`config.mk`:
```
export PLATFORM = sky130hd
export DESIGN_NAME = axis_pattern_gen_flat
export DESIGN_NICKNAME = d
export VERILOG_FILES = /design/src/rtl/axis_pattern_gen_if.sv /design/src/rtl/axis_pattern_gen.sv /design/src/flat_wrapper.sv
export SDC_FILE = /design/constraint.sdc
export NUM_CORES = 1
export LEC_CHECK = 0
export BUFFER_PORTS_ARGS = -buffer_cell sky130_fd_sc_hd__buf_2
export CORE_MARGIN = 5
export CORE_UTILIZATION = 54
export CTS_CLUSTER_SIZE = 40
export DETAILED_ROUTE_END_ITERATION = 10
export PLACE_DENSITY = 0.77
export SETUP_SLACK_MARGIN = 0.02
export SLEW_MARGIN = 40
export SYNTH_ARGS = -nofsm -noshare
export SYNTH_HDL_FRONTEND = slang
export SYNTH_SLANG_ARGS = --single-unit
```
`constraint.sdc`:
```
create_clock -name m_axis_aclk -period 3.35 [get_ports m_axis_aclk]
set_clock_uncertainty 0.1 [all_clocks]
set_input_delay 0.1675 -clock m_axis_aclk [delete_from_list [all_inputs] [get_ports m_axis_aclk]]
set_output_delay 0.1675 -clock m_axis_aclk [all_outputs]
set_load 0.02 [all_outputs]
```
`src/rtl/axis_pattern_gen_if.sv`:
```
// AXI4-Stream signal bundle for the pattern generator: master drives data and sideband,
// slave returns tready.
interface axis_pattern_gen_if #(
  parameter int unsigned TDATA_SIZE = 32
);
  logic [TDATA_SIZE-1:0] tdata;
  logic                  tvalid;
  logic                  tready;
  logic                  tlast;
  logic                  tuser;

  modport master (
    output tdata,
    output tvalid,
    output tlast,
    output tuser,
    input  tready
  );

  modport slave (
    input  tdata,
    input  tvalid,
    input  tlast,
    input  tuser,
    output tready
  );
endinterface

```
`src/rtl/axis_pattern_gen.sv`:
```
// AXI4-Stream traffic source: packets of programmable length/count/gap carrying an incrementing,
// LFSR, constant or walking-one pattern that advances once per accepted beat.
module axis_pattern_gen #(
  parameter int unsigned TDATA_SIZE = 32,
  parameter int unsigned LEN_WIDTH  = 16,
  parameter logic [63:0] LFSR_SEED  = 64'hACE1_2468,
  parameter logic [63:0] CONST_WORD = 64'hA5A5_A5A5
) (
  input  logic                 m_axis_aclk,
  input  logic                 aresetn,
  input  logic                 start,
  input  logic [1:0]           mode,
  input  logic [LEN_WIDTH-1:0] pkt_len,
  input  logic [LEN_WIDTH-1:0] pkt_count,
  input  logic [LEN_WIDTH-1:0] idle_cycles,
  axis_pattern_gen_if.master   m_axis,
  output logic                 busy,
  output logic                 done,
  output logic [31:0]          beat_count
);

  typedef enum logic [1:0] {StIdle, StSend, StGap, StDone} state_e;
  typedef enum logic [1:0] {ModeInc, ModeLfsr, ModeConst, ModeWalk} mode_e;

  localparam logic [63:0]            TapsFull  = 64'h8020_0003;
  localparam logic [TDATA_SIZE-1:0]  TopBit    = {1'b1, {(TDATA_SIZE-1){1'b0}}};
  // Feedback always reaches the MSB so narrow widths still form a closed register.
  localparam logic [TDATA_SIZE-1:0]  LfsrTaps  = TapsFull[TDATA_SIZE-1:0] | TopBit;
  localparam logic [TDATA_SIZE-1:0]  SeedRaw   = LFSR_SEED[TDATA_SIZE-1:0];
  localparam logic [TDATA_SIZE-1:0]  LfsrInit  = (SeedRaw == '0) ? TDATA_SIZE'(1) : SeedRaw;
  localparam logic [TDATA_SIZE-1:0]  ConstFill = CONST_WORD[TDATA_SIZE-1:0];
  localparam logic [LEN_WIDTH-1:0]   LenOne    = LEN_WIDTH'(1);

  state_e                state_q, state_d;
  mode_e                 mode_q, mode_d;
  logic [LEN_WIDTH-1:0]  len_q, len_d;
  logic [LEN_WIDTH-1:0]  cnt_q, cnt_d;
  logic [LEN_WIDTH-1:0]  idle_q, idle_d;
  logic [LEN_WIDTH-1:0]  beat_q, beat_d;
  logic [LEN_WIDTH-1:0]  pkt_q, pkt_d;
  logic [LEN_WIDTH-1:0]  gap_q, gap_d;
  logic [TDATA_SIZE-1:0] data_q, data_d;
  logic [31:0]           beat_count_q, beat_count_d;

  logic send;
  logic zero_run;
  logic last_beat;
  logic last_pkt;
  logic gap_end;

  function automatic logic [TDATA_SIZE-1:0] pattern_init(input mode_e m);
    logic [TDATA_SIZE-1:0] v;
    case (m)
      ModeInc:   v = '0;
      ModeLfsr:  v = LfsrInit;
      ModeConst: v = ConstFill;
      ModeWalk:  v = TDATA_SIZE'(1);
      default:   v = '0;
    endcase
    return v;
  endfunction

  function automatic logic [TDATA_SIZE-1:0] pattern_next(input mode_e m,
                                                          input logic [TDATA_SIZE-1:0] cur);
    logic [TDATA_SIZE-1:0] v;
    case (m)
      ModeInc:   v = cur + TDATA_SIZE'(1);
      ModeLfsr:  v = {1'b0, cur[TDATA_SIZE-1:1]} ^ (cur[0] ? LfsrTaps : '0);
      ModeConst: v = cur;
      ModeWalk:  v = {cur[TDATA_SIZE-2:0], cur[TDATA_SIZE-1]};
      default:   v = cur;
    endcase
    return v;
  endfunction

  assign send      = (state_q == StSend);
  assign zero_run  = (pkt_len == '0) || (pkt_count == '0);
  assign last_beat = (beat_q == len_q - LenOne);
  assign last_pkt  = (pkt_q == cnt_q - LenOne);
  assign gap_end   = (gap_q == idle_q - LenOne);

  always_comb begin
    state_d      = state_q;
    mode_d       = mode_q;
    len_d        = len_q;
    cnt_d        = cnt_q;
    idle_d       = idle_q;
    beat_d       = beat_q;
    pkt_d        = pkt_q;
    gap_d        = gap_q;
    data_d       = data_q;
    beat_count_d = beat_count_q;

    unique case (state_q)
      StIdle, StDone: begin
        if (start) begin
          mode_d       = mode_e'(mode);
          len_d        = pkt_len;
          cnt_d        = pkt_count;
          idle_d       = idle_cycles;
          beat_d       = '0;
          pkt_d        = '0;
          gap_d        = '0;
          beat_count_d = '0;
          data_d       = pattern_init(mode_e'(mode));
          state_d      = zero_run ? StDone : StSend;
        end
      end
      StSend: begin
        if (m_axis.tready) begin
          beat_count_d = beat_count_q + 32'd1;
          data_d       = pattern_next(mode_q, data_q);
          if (last_beat) begin
            beat_d = '0;
            if (last_pkt) begin
              state_d = StDone;
            end else begin
              pkt_d   = pkt_q + LenOne;
              gap_d   = '0;
              state_d = (idle_q == '0) ? StSend : StGap;
            end
          end else begin
            beat_d = beat_q + LenOne;
          end
        end
      end
      StGap: begin
        if (gap_end) begin
          state_d = StSend;
        end else begin
          gap_d = gap_q + LenOne;
        end
      end
      default: state_d = StIdle;
    endcase
  end

  always_ff @(posedge m_axis_aclk or negedge aresetn) begin
    if (!aresetn) begin
      state_q      <= StIdle;
      mode_q       <= ModeInc;
      len_q        <= '0;
      cnt_q        <= '0;
      idle_q       <= '0;
      beat_q       <= '0;
      pkt_q        <= '0;
      gap_q        <= '0;
      data_q       <= '0;
      beat_count_q <= '0;
    end else begin
      state_q      <= state_d;
      mode_q       <= mode_d;
      len_q        <= len_d;
      cnt_q        <= cnt_d;
      idle_q       <= idle_d;
      beat_q       <= beat_d;
      pkt_q        <= pkt_d;
      gap_q        <= gap_d;
      data_q       <= data_d;
      beat_count_q <= beat_count_d;
    end
  end

  // All stream outputs come straight from state, so tvalid never sees tready combinationally.
  assign m_axis.tvalid = send;
  assign m_axis.tdata  = data_q;
  assign m_axis.tuser  = send && (beat_q == '0);
  assign m_axis.tlast  = send && last_beat;

  assign busy       = (state_q == StSend) || (state_q == StGap);
  assign done       = (state_q == StDone);
  assign beat_count = beat_count_q;

`ifndef SYNTHESIS
  stall_hold_a: assert property (@(posedge m_axis_aclk) disable iff (!aresetn)
    (m_axis.tvalid && !m_axis.tready) |=>
      (m_axis.tvalid && $stable({m_axis.tdata, m_axis.tlast, m_axis.tuser})));
`endif

endmodule

```
`src/flat_wrapper.sv`:
```
// flat-port wrapper written by rule: the top's interface ports become plain ports
module axis_pattern_gen_flat 
#(
  parameter int unsigned TDATA_SIZE = 32,
  parameter int unsigned LEN_WIDTH  = 16,
  parameter logic [63:0] LFSR_SEED  = 64'hACE1_2468,
  parameter logic [63:0] CONST_WORD = 64'hA5A5_A5A5
)
  (m_axis_aclk, aresetn, start, mode, pkt_len, pkt_count, idle_cycles, busy, done, beat_count, m_axis_tdata, m_axis_tvalid, m_axis_tlast, m_axis_tuser, m_axis_tready);
  axis_pattern_gen_if #(.TDATA_SIZE(TDATA_SIZE)) m_axis_i ();
  input  logic m_axis_aclk;
  input  logic aresetn;
  input  logic start;
  input  logic [1:0] mode;
  input  logic [LEN_WIDTH-1:0] pkt_len;
  input  logic [LEN_WIDTH-1:0] pkt_count;
  input  logic [LEN_WIDTH-1:0] idle_cycles;
  output logic busy;
  output logic done;
  output logic [31:0] beat_count;
  output wire logic [$bits(m_axis_i.tdata)-1:0] m_axis_tdata;
  output wire logic [$bits(m_axis_i.tvalid)-1:0] m_axis_tvalid;
  output wire logic [$bits(m_axis_i.tlast)-1:0] m_axis_tlast;
  output wire logic [$bits(m_axis_i.tuser)-1:0] m_axis_tuser;
  input wire logic [$bits(m_axis_i.tready)-1:0] m_axis_tready;
  assign m_axis_tdata = m_axis_i.tdata;
  assign m_axis_tvalid = m_axis_i.tvalid;
  assign m_axis_tlast = m_axis_i.tlast;
  assign m_axis_tuser = m_axis_i.tuser;
  assign m_axis_i.tready = m_axis_tready;
  axis_pattern_gen #(.TDATA_SIZE(TDATA_SIZE), .LEN_WIDTH(LEN_WIDTH), .LFSR_SEED(LFSR_SEED), .CONST_WORD(CONST_WORD)) u_core (.m_axis_aclk(m_axis_aclk), .aresetn(aresetn), .start(start), .mode(mode), .pkt_len(pkt_len), .pkt_count(pkt_count), .idle_cycles(idle_cycles), .m_axis(m_axis_i), .busy(busy), .done(done), .beat_count(beat_count));
endmodule
```
==> impl.org, run 1 <==
** Outcome
- The flow ran to the end, but the final reports show violations.
- The final reports fail on negative setup slack.

** Placed design
- Prior to clock tree synthesis, the placed netlist has a worst setup slack of -0.145 ns.
- The number of placed instances, taps included, is between 1,500 and 2,000.
- Routability-driven placement finished with a final weighted congestion of about 0.9.
- Half-perimeter wire length after detailed placement :: 19,500 µm
- Input and output buffers added on the ports amount to about 120.

** Route
- Routed vias :: between 10,000 and 15,000
- In the routed design, unresolved DRC markers number 0.
- For this run, the detailed router's first-pass iteration total came to 7.
- In this run the remaining antenna-violating nets after routing total 0.
- In the final routed layout, each cell accounts on average for 17.3 µm.
- Final wirelength :: about 30,000 µm
- The detailed router finished its first iteration with between 600 and 700 violations.
- Using the TritonRoute via totals, the vias-per-cell ratio works out to 5.94.

** Floorplanning
- During I/O placement, the number of pins put on the boundary was 123.
- Initial Util :: 54.3%
- DIE WIDTH :: 152 µm
- Die extent in y :: approximately 150 µm
- Die ar. :: around 23,000 µm²
- Site Rows :: 52
- Floorplan Core Area :: between 20,000 and 25,000 µm²

** Synthesis
- Async set or reset register ratio after synthesis :: 100%
- dfrtp_1 is the most common cell in the netlist.
- Biggest area consumer among synthesized cells :: dfrtp_1
- Main flop type after synthesis :: dfrtp_1
- The synthesized netlist contains 76 unique library cells.
- Count of warnings emitted by yosys :: 0
- In this run, synthesis produced a sequential element count of approximately 160.
- Main area contributors after synthesis :: dfrtp_1 38%, mux2_2 6.1%, xor2_1 4.4%, xnor2_1 4.3%, nor2_1 3.9%
- Counting every net in the synthesized netlist gives between 1,000 and 1,500.
- Mean Syn Cell Area :: 8.77 µm²
- In the synthesized netlist, the number of instances is between 1,000 and 1,500.
- Leading post-synthesis cells by instance count :: 164 x dfrtp_1, 112 x nor2_1, 107 x nand2_1
- Counting flops with a built-in enable in the synthesized netlist gives 0.
- Of the post-synthesis cell area, the dominant cell type holds 37.7%.
- Cell Area, Synth :: 10,900 µm²
- Summing the sequential cell areas from Yosys gives between 30% and 40% of the chip area.

** Worst setup path
- Worst EP arrival :: 3.78 ns
- Library cell contributing the largest single delay on the critical path :: a2111oi_0
- The worst setup path is launched from a flip-flop.
- STA puts the critical path data required time at between 3 and 4 ns.
- Highest net fanout along the worst path :: 7
- Critical Path Max Stage Delay :: roughly 0.5 ns
- The cell that appears most often on the critical path is buf_4.
- Cell family contributing the most delay on the critical path :: simple AND/OR/NAND/NOR gates
- The number of buffers and inverters on the critical path is 4.
- Cells along the critical path :: buf_4, buf_4, nor3_1, xnor2_1, a2111oi_0, nand4_1, nor4_4, buf_4, o2111a_2, o21ai_4, buf_12, or4b_1, nand3_1
- The worst setup path is captured at a flip-flop.
- The setup path with the least slack is of type flip-flop to flip-flop.

** Clock tree
- Clock-pin slew was measured on the worst setup and hold paths at around 0.070 ns.
- Clock root buffer :: clkbuf_16
- TritonCTS clock tree :: built
- Number of levels the H-tree was split into :: 4
- Clk_lat worst skew :: about 0.43 ns
- CTS buffer count :: 17
- CTS sink count :: approximately 160
- The longest clock path from root to sink contains 2 buffers.

** Global route
- Overall fraction of global-route tracks in use :: between 20% and 30%
- Number of antenna violations at the first check in global routing :: 4
- The via count of the first global-routing pass is roughly 9,900.
- Global routing finished with a remaining overflow of 0.
- Entering global routing, the biggest net connects between 50 and 60 pins.
- Global-route wire length before repair :: between 40,000 and 50,000 µm

** Timing
- Final critical-path share of the clock period :: 105%
- Post-route minimum period :: 3.52 ns
- Setup violations remaining at the end of the flow were counted as 15.
- Worst max-slew margin expressed relative to the limit :: between 40% and 50%
- Number of pins with negative max-slew slack in the final report :: 0
- Static timing analysis puts the maximum clock frequency at between 0.2 and 0.3 GHz.
- At the pin with the least slew margin, the transition time is a little under 0.8 ns.
- Unrepaired setup endpoints after global routing :: yes
- Worst setup slack after layout :: -0.171 ns
- Total count of hold-check failures in the final report :: 0

** Power
- VDD sags by at most between 0.0003 and 0.0004 V.
- Lkg Pwr :: roughly 6.5 nW
- Power, Total :: 4.12 mW
- Dividing total power by cell area gives a power density of 300 nW/µm².

** Layout
- Area overhead of the layout relative to synthesis :: 26.2%
- Area occupied by registers :: between 4000 and 5000 µm²
- The layout has 1,555 filler cells.
- In the final design database the tool counted about 1,500 nets.
- Post-layout instance count excluding filler cells :: 1,734
- Multi-input combinational cell area :: 6700 µm²
- Of the cells placed in the final design, the portion with a size suffix greater than 1 is approximately a quarter.

** Min path
- The min-delay analysis places its worst path in the category input pin to flip-flop.

** Job
- The tool flagged a number of max-cap violations equal to 0.
==> flip-flops by register name (all words and copies together), names as in the netlist <==
name                 flops
u_core.beat_count       32
u_core.beat_q           16
u_core.cnt_q            16
u_core.gap_q            16
u_core.idle_q           16
u_core.len_q            16
u_core.m_axis.tdata     32
u_core.mode_q            2
u_core.pkt_q            16
u_core.state_q           2
==> routing by layer <==
layer,vias to the layer above,global-route usage (%),routed length (µm)
li1,4923,-,-
met1,5037,32.8,13000
met2,284,43.0,15100
met3,59,4.29,1220
met4,0,8.05,716
met5,-,0,0
==> worst paths after layout <==
| check | start | end | slack (ns) | cells after the start |
|---|---|---|---|---|
| setup / recovery | u_core.len_q[0]$_DFFE_PN0P_ | u_core.gap_q[4]$_DFFE_PN0P_ | -0.17 | 13 |
| hold / removal | start | u_core.beat_count[0]$_DFFE_PN0P_ | 0.10 | 5 |
| setup reg to reg | u_core.len_q[0]$_DFFE_PN0P_ | u_core.gap_q[4]$_DFFE_PN0P_ | -0.17 | 13 |
| hold reg to reg | u_core.cnt_q[15]$_DFFE_PN0P_ | u_core.cnt_q[15]$_DFFE_PN0P_ | 0.44 | 1 |
| max in group asynchronous | aresetn | u_core.cnt_q[1]$_DFFE_PN0P_ | 2.16 | 3 |
| min in group asynchronous | aresetn | u_core.idle_q[11]$_DFFE_PN0P_ | 0.16 | 2 |
==> where the power goes <==
part           leakage, nW  switching [mW]  total [mW]  internal [mW]
logic                 3.99           0.101       0.188         0.0866
clock network        0.275           0.891        1.94           1.04
registers             2.20          0.0133        2.00           1.99
==> layout make-up <==
| class | instances | share of cell area (%) |
|---|---|---|
| flip-flops and latches | 164 | 29.9 |
| clock inverters | 15 | 1.07 |
| repair buffers | 262 | 13.8 |
| well taps | 270 | 2.46 |
| multi-input cells | 970 | 48.8 |
| inverters | 33 | 0.901 |
| clock buffers | 17 | 3.10 |
| diodes | 3 | 0.0546 |
==> logic make-up (layout without fill, tap and decap cells) <==
group / count (synthesis) / in the layout / synth area share, %
and+or+nand+nor: 509 / 509 / 24.7
AOI/OAI and AO/OA: 248 / 248 / 14.3
DFF: 164 / 164 / 37.7
xor gates and xnor gates: 108 / 108 / 8.69
buffers and inverters: 107 / 327 / 3.94
muxes: 88 / 88 / 8.77
adders and majority gates: 17 / 17 / 1.95
other: 0 / 3 / 0
==> cells in the final DEF, fill, tap and decap left out, types with 12 or more instances in the layout <==
master	instances
clkbuf_16	18
dlygate4sd3_1	52
nor2b_1	12
a21oi_1	64
xnor2_1	53
o21ai_0	78
and3_1	40
dfrtp_1	162
ha_1	13
mux2i_1	29
nand3_1	58
nand4_1	38
nand2_1	104
buf_2	120
mux2_2	59
inv_1	30
buf_4	77
nor2_1	109
xor2_1	55
nor4_1	20
a31oi_1	13
nor3_1	27
==> metrics by stage <==
| step | TNS, ns | utilization [%] | hold slack, ns | area [µm²] |
|---|---|---|---|---|
| 3_5_place_dp | -0.274 | 60.2 | 0.0832 | 12100 |
| 6_report | -1.28 | 68.6 | 0.101 | 13700 |
| 3_3_place_gp | 0 | 60.2 | 0.0731 | 12100 |
| 5_1_grt | -5.64 | 68.6 | 0.166 | 13700 |
| 2_1_floorplan | 0 | - | -0.228 | 10900 |
| 4_1_cts | -0.261 | 66.9 | 0.0744 | 13400 |
==> timing repair <==
action                                 CTS  global route
pin swaps                               15            36
hold buffers                            52             0
endpoints found under the hold margin  106             0
gates cloned                             2             0
resized for setup                       25            52
setup endpoints to repair               15            33
setup buffers                            9            13
==> worst reg2reg max path: cells and delay by family, from the launching register on <==
kind	cells	cell delay [ns]
XOR/XNOR	1	0.09
AND/OR/NAND/NOR	5	1.45
buffers and inverters	4	0.60
flip-flops	1	0.39
AO/OA/AOI/OAI	3	0.82
Power figures use the tool's default switching activity.
==> run 2, diff against run 1 <==
CORE_UTILIZATION = 55   (was 54)
CTS_BUF_LIST = sky130_fd_sc_hd__clkbuf_8   (was unset)
PLACE_DENSITY = 0.79   (was 0.77)
==> run 2 against run 1 <==
The run still ends with negative setup slack left. Cell area down 2.1%. Utilization increased by 0.51 points. Non-clock buffer count decreased by 15. First-iteration DRC count up 31%. Largest power group unchanged.
==> impl.org, run 2 (synthesis results as in run 1) <==
** Worst setup path
- CP most frequent cell :: buf_6
- Required time at the worst-slack endpoint :: between 3 and 4 ns
- Cells along the critical path :: inv_2, ha_4, or4b_4, buf_6, nor3_4, xnor2_2, nand4_1, nor4_4, buf_4, nand2_2, nor2_4, buf_6
- Of all nets on the critical path, the largest fanout is 8.
- Cell family contributing the most delay on the critical path :: simple AND/OR/NAND/NOR gates
- Library cell contributing the largest single delay on the critical path :: or4b_4
- Count of cell instances traversed by the critical path :: 12
- Tracing the worst setup path back leads to its startpoint at u_core.len_q[1]$_DFFE_PN0P_.
- Counting both buffers and inverters, the worst setup path holds a total of 4.
- The endpoint identified for the worst register-to-register timing path is u_core.gap_q[3]$_DFFE_PN0P_.
- Worst EP arrival :: roughly 3.2 ns
- Capture point of the worst path :: m_axis_tlast
- For flop-to-flop paths, the worst setup slack is -0.11 ns.
- Reg-to-Reg Start :: u_core.len_q[1]$_DFFE_PN0P_
- Length in cells of the worst reg-to-reg path :: 14
- The worst setup path is launched from a flip-flop.
- The largest single stage delay on the critical path is around 0.49 ns.
- The setup path with the least slack is of type flip-flop to output port.
- Category of the worst setup path capture point :: output port

** Outcome
- The checks that failed: negative setup slack.
- Outcome :: finished with violations

** Route
- Post-route ant nets :: 0
- Final wirelength :: 29,600 µm
- In the routed design, unresolved DRC markers number 0.
- Detailed Route Iter0 Violations :: 840
- Count of TritonRoute iterations in the first routing pass :: 6
- Post-detailed-route wirelength per cell :: 17.3 µm
- After detailed routing, the number of vias per cell comes to around 6.
- Detailed routing inserted a total of between 10,000 and 15,000 vias.

** Placed design
- Timing analysis after detailed placement gives a worst setup slack of -0.0520 ns.
- Once detailed placement completed, the half-perimeter wirelength came to approximately 19,000 µm.
- In this run the tool buffered the top-level ports with around 120 buffer cells.
- Final weighted congestion in routability-driven placement :: roughly 0.90

** Floorplanning
- Floorplan Core Area :: roughly 20,000 µm²
- Die ar. :: roughly 23,000 µm²
- The die is 151 µm wide.
- Die extent in y :: about 150 µm
- After floorplanning, the core was divided into 51 placement rows.
- For this configuration, the core starts out at a cell density of a little under three fifths.
- Number of placed I/O pins :: between 100 and 150

** Clock tree
- The clock passes through at most 2 buffers.
- Clock-pin slew was measured on the worst setup and hold paths at around 0.1 ns.
- CTS sink count :: approximately 160
- CTS buffer count :: 17
- The clock tree synthesis step divided the H-tree into 4 levels.
- Clock root buffer :: clkbuf_8
- TritonCTS built the clock tree.
- Clk_lat worst skew :: about 0.48 ns

** Global route
- The number of antenna violations at the first check in global routing was 3.
- Global-route wire length before repair :: a little under 50,000 µm
- Met1 Resource Use GR :: around 34%
- Global routing finished with a remaining overflow of 0.
- Global routing consumed, on the met2 layer, 43.4% of the routing resources.
- Largest net degree at the start of global routing :: 75
- Global routing used between 20% and 30% of the available tracks.
- The via count of the first global-routing pass was 9,829.
- Gr busiest metal :: met2
- Met3 track demand over resource in global routing :: between 4 and 5%

** Layout
- Measured on the finished design, the core utilization comes to a little under 70%.
- Fraction of layout cells with a size suffix above 1 :: between 20% and 30%
- The area growth from synthesis to layout is 23.5%.
- Net total in the final layout :: 1,504
- Most common library cell in the layout ignoring fill and taps :: dfrtp_1
- In the layout the commonest cells are 162 x dfrtp_1, 120 x buf_2, 110 x nor2_1, 102 x nand2_1, 77 x o21ai_0.

** Timing
- Setup repair after global routing could not meet its margin everywhere.
- Worst Hold Margin :: around 0.069 ns
- Total count of hold-check failures in the final report :: 0
- At the pin with the least slew margin, the transition time is ~0.71 ns.
- The worst pin sits at a relative slew slack of 52.5%.
- Final setup TNS :: -0.713 ns
- Counting I/O delays and the setup requirement, the final critical path takes approximately 3.5 ns.
- Derived from the worst setup path, the maximum achievable clock frequency is between 0.2 and 0.3 GHz.
- Setup violations remaining at the end of the flow were counted as 12.
- The max-slew violation total from the final report is 0.
- Once routing completed, OpenROAD measured the worst setup slack at -0.122 ns.
- Final critical-path share of the clock period :: 104%

** Power
- The worst-case IR drop observed on VDD is about 0.00024 V.
- Power, Total :: 3.64 mW
- For this design the ratio of total power to cell area is 270 nW/µm².
- Lkg Pwr :: 6.30 nW

** Job
- The tool flagged a number of max-cap violations equal to 0.

** Min path
- The path class of the tightest hold or removal check is input pin to flip-flop.
==> run 2: cell types whose count changed in the layout (fill, tap and decap cells not counted), moves of 3 or more <==
cell and change:
buf_4 -12, buf_6 -4, clkbuf_16 -18, clkbuf_8 +17, nand2_2 +3, o221ai_1 -3
o221ai_2 +3
==> run 2: worst min-delay path by stage <==
| stage | startpoint | to | slack (ns) | cells after the start |
|---|---|---|---|---|
| global route | start | u_core.beat_count[0]$_DFFE_PN0P_ | 0.07 | 5 |
| floorplan | aresetn | u_core.beat_count[0]$_DFFE_PN0P_ | -0.23 | 0 |
| finish | start | u_core.beat_count[0]$_DFFE_PN0P_ | 0.07 | 5 |
| detailed placement | aresetn | u_core.idle_q[13]$_DFFE_PN0P_ | 0.15 | 1 |
| global placement | aresetn | u_core.idle_q[7]$_DFFE_PN0P_ | 0.14 | 1 |
| CTS | start | u_core.beat_count[0]$_DFFE_PN0P_ | 0.04 | 5 |
==> run 2: area by class of cell <==
cell class,instances,area (µm²)
Multi-Input combinational cell,970,6720
Fill cell,1489,6020
Sequential cell,164,4110
Timing Repair Buffer,247,1780
Tap cell,265,332
Clock buffer,17,234
Clock inverter,15,144
Inverter,33,124
Antenna cell,3,7.51
==> run 2: repair_timing <==
item	4_1_cts	5_1_grt
gates cloned	2	0
pin swaps	11	16
endpoints found under the hold margin	123	0
gates resized for setup	22	55
endpoints found under the setup margin	6	42
setup buffers	7	7
hold buffers	52	0
==> run 2: metal layers <==
metal | up-vias | wire [µm]
met4 | 0 | 780
met3 | 74 | 1620
met1 | 4887 | 12700
met5 | - | 0
met2 | 363 | 14500
li1 | 4877 | -
==> run 2: per-stage QoR <==
step,cell area (µm²),std cells
final,13400,1714
after global routing,13400,1714
after CTS,13100,1704
after detailed placement,12000,1612
after global placement,12000,1612
after floorplan,10900,1241
==> run 2: worst register-to-register path, stage by stage (launching register included) <==
cell and delay, ns:
dfrtp_1 0.41, inv_2 0.08, ha_4 0.14, or4b_4 0.49, buf_6 0.15, nor3_4 0.16, xnor2_2 0.14, nand4_1 0.16
nor4_4 0.38, buf_4 0.16, o2111a_2 0.21, o21ai_4 0.08, buf_12 0.15, or4b_1 0.49, nand3_1 0.09
==> run 2: where the power goes <==
part | switching, mW | total [mW] | internal, mW
registers | 0.0131 | 2.00 | 1.98
logic | 0.101 | 0.187 | 0.0859
clock network | 0.843 | 1.45 | 0.608
==> run 3, diff against run 2 <==
PLACE_DENSITY = 0.76   (was 0.79)
clock period = 3.6 ns   (was 3.35 ns; I/O delays follow)
==> run 3 against run 2 <==
The flow now finishes without violations. Cell area down 4.7%. Global-route usage fell by 1.0 points. Clock power is 12% lower. Combinational power fell by 9%. Via count is 2.4% lower. Sequential power decreased by 7%. First-iteration DRC count fell by 27%. Total power decreased by 9.3%. Setup slack improved by 0.27 ns. Die area unchanged. Worst hold slack lost 0.0042 ns. Critical endpoint unchanged. Highest routed layer unchanged.
==> impl.org, run 3 (synthesis results as in run 1) <==
** Worst setup path
- Reg-to-Reg Start :: u_core.len_q[0]$_DFFE_PN0P_
- Highest net fanout along the worst path :: 8
- For the worst setup path, the data required time is about 3.3 ns.
- Setup Crit Path Kind :: flip-flop to output port
- Following the worst setup path forward leads to its endpoint at m_axis_tlast.
- STA classifies the critical path startpoint as a flip-flop.
- In this run the register-to-register setup slack is 0.17 ns.
- Category of the worst setup path capture point :: output port
- Length in cells of the worst reg-to-reg path :: 12
- Terminus of the critical flop-to-flop path :: u_core.gap_q[4]$_DFFE_PN0P_
- Tracing the worst setup path back leads to its startpoint at u_core.len_q[0]$_DFFE_PN0P_.
- Worst EP arrival :: about 3.2 ns

** Timing
- At the pin with the least slew margin, the transition time is around 0.76 ns.
- Number of pins with negative max-slew slack in the final report :: 0
- Post-route minimum period :: approximately 3.4 ns
- Final critical-path share of the clock period :: around 96%
- Worst max-slew margin expressed relative to the limit :: ~49%
- Setup violations remaining at the end of the flow were counted as 0.
- Setup total negative slack on the finished layout was measured at 0 ns.
- The number of hold violations in the final report came to 0.
- F_max :: approximately 0.29 GHz
- Setup repair after global routing could not meet its margin everywhere.

** Floorplanning
- The die is around 150 µm wide.
- In this run the count of I/O pins placed on the die edge is between 100 and 150.
- In this run the standard cell core region covers 19,500 µm².
- The die covers approximately 23,000 µm².
- The initial utilization of the core area, before any placement, comes to approximately 56%.
- Die extent in y :: 151 µm
- After floorplanning, the core was divided into slightly above 50 placement rows.

** Route
- In this run, the number of DRC markers left after iteration 0 of detailed routing was 617.
- Dividing the detail-routed wire length by the instance count gives 16.6 µm.
- Count of TritonRoute iterations in the first routing pass :: 5
- The routed design has between 20,000 and 30,000 µm of wire.
- Post-route ant nets :: 0
- For this block, the via count after detailed routing is about 10,000.
- For this run, design rule violations remaining after detail routing come to 0.
- Dividing the detail-routed via count by the number of cells gives a little under 6.

** Clock tree
- Clk_lat worst skew :: 0.48 ns
- Clock root buffer :: clkbuf_8
- TritonCTS clock tree :: built
- Number of levels the H-tree was split into :: 4
- Clk slew on worst S/H paths :: roughly 0.09 ns
- CTS buffer count :: 17
- The tree built by TritonCTS fans out to between 150 and 200 sinks.
- Counting along the longest clock path gives a buffer depth of 2.

** Power
- Power, Total :: 3.30 mW
- Power Density :: ~260 nW/µm²
- Worst-case vdd ir drop :: between 0.0002 and 0.00025 V
- For this design the static power due to leakage is around 6 nW.

** Outcome
- Outcome :: complete, no violations

** Layout
- After the flow finishes, the layout carries non-filler instances totaling approximately 1,700.
- Leaving out fill and tap cells, the most frequent cells in the layout are 162 x dfrtp_1, 121 x buf_2, 110 x nor2_1, 105 x nand2_1, 81 x o21ai_0.
- The post-route netlist has around 20% of its cells at a drive strength greater than 1.
- Area overhead of the layout relative to synthesis :: 17.7%
- The final layout contains approximately 1,500 nets.
- Fill cells :: approximately 1,600
- Share of the core filled with cells in the final layout :: between 60 and 70%
- Most common library cell in the layout ignoring fill and taps :: dfrtp_1
- Diode count :: 0

** Global route
- The via count of the first global-routing pass is between 9,000 and 10,000.
- Global routing used between 20% and 30% of the available tracks across all layers.
- The number of antenna violations at the first check in global routing was 0.
- The first global-routing pass estimated approximately 46,000 µm of wire.
- For this run the aggregate overflow at the end of global routing stands at 0.
- Largest net degree at the start of global routing :: between 70 and 80

** Min path
- In this run the worst hold path is classified as input pin to flip-flop.
- Launch point of the worst hold path :: start
- Number of cells on the worst hold path :: 5

** Placed design
- The congestion estimate from routability-driven global placement came to ~0.90.
- Input and output buffers added on the ports amount to between 100 and 150.
- Inst Count DP :: roughly 1,600
- Summed over all nets, the half-perimeter wirelength after detailed placement is between 15,000 and 20,000 µm.

** Job
- # Max-Cap Violations :: 0
run 3: cell count changes in the layout (fill, tap and decap cells not counted), sizes merged:
cell    previous run  this run
buf              195       165
bufinv             1         0
diode              3         0
inv               40        41
run 3: worst min-delay path by stage:
stage,endpoint,slack [ns]
after CTS,u_core.beat_count[0]$_DFFE_PN0P_,0.04
after global routing,u_core.beat_count[0]$_DFFE_PN0P_,0.10
after floorplan,u_core.beat_count[0]$_DFFE_PN0P_,-0.22
final,u_core.beat_count[0]$_DFFE_PN0P_,0.06
after detailed placement,u_core.idle_q[7]$_DFFE_PN0P_,0.16
after global placement,u_core.idle_q[8]$_DFFE_PN0P_,0.16
run 3: worst max-delay path, cell delays in order (launching register included):
cell and delay [ns]:
dfrtp_1 0.39, inv_1 0.07, ha_2 0.23, or4b_4 0.48, or4_1 0.48, o311ai_1 0.11
nor2_2 0.10, nor4_4 0.26, buf_4 0.18, nand2_4 0.09, nor2_4 0.12, buf_2 0.17
run 3: what timing repair did:
item,4_1_cts,5_1_grt
endpoints found under the hold margin,125,0
hold buffers,52,0
setup endpoints to repair,1,11
gates resized for setup,3,8
pin swaps,0,2
setup buffers,0,1
run 3: where the power goes:
group / switching [mW] / internal, mW / leakage, nW
Clock: 0.776 / 0.493 / 0.182
Sequential: 0.0122 / 1.85 / 2.20
Combinational: 0.0914 / 0.0789 / 3.62
run 3: layer usage:
| metal | wire (µm) | share of wire, % | vias up | track usage (%) |
|---|---|---|---|---|
| met3 | 1420 | 5.1 | 55 | 3.85 |
| met1 | 12400 | 45 | 4795 | 34.3 |
| met2 | 13400 | 48 | 286 | 40.6 |
| met4 | 669 | 2.4 | 0 | 7.93 |
| li1 | - | - | 4819 | - |
| met5 | 0 | 0 | - | 0 |
run 3: cell type report:
type                    count  area, µm²  share of cell area, %
clock inverters            15        119                  0.928
clock buffers              17        234                   1.83
well taps                 265        332                   2.59
flip-flops and latches    164       4110                   32.1
inverters                  33        124                  0.967
repair buffers            217       1490                   11.6
multi-input cells         970       6410                   50.0
run 3: per-stage QoR:
stage / hold slack [ns] / worst slack [ns] / area (µm²)
after floorplan: -0.216 / 0.207 / 10900
after global placement: 0.162 / 0.173 / 11900
after detailed placement: 0.163 / 0.155 / 11900
after CTS: 0.0408 / 0.0215 / 12800
after global routing: 0.102 / 0.00451 / 12800
final: 0.0645 / 0.153 / 12800
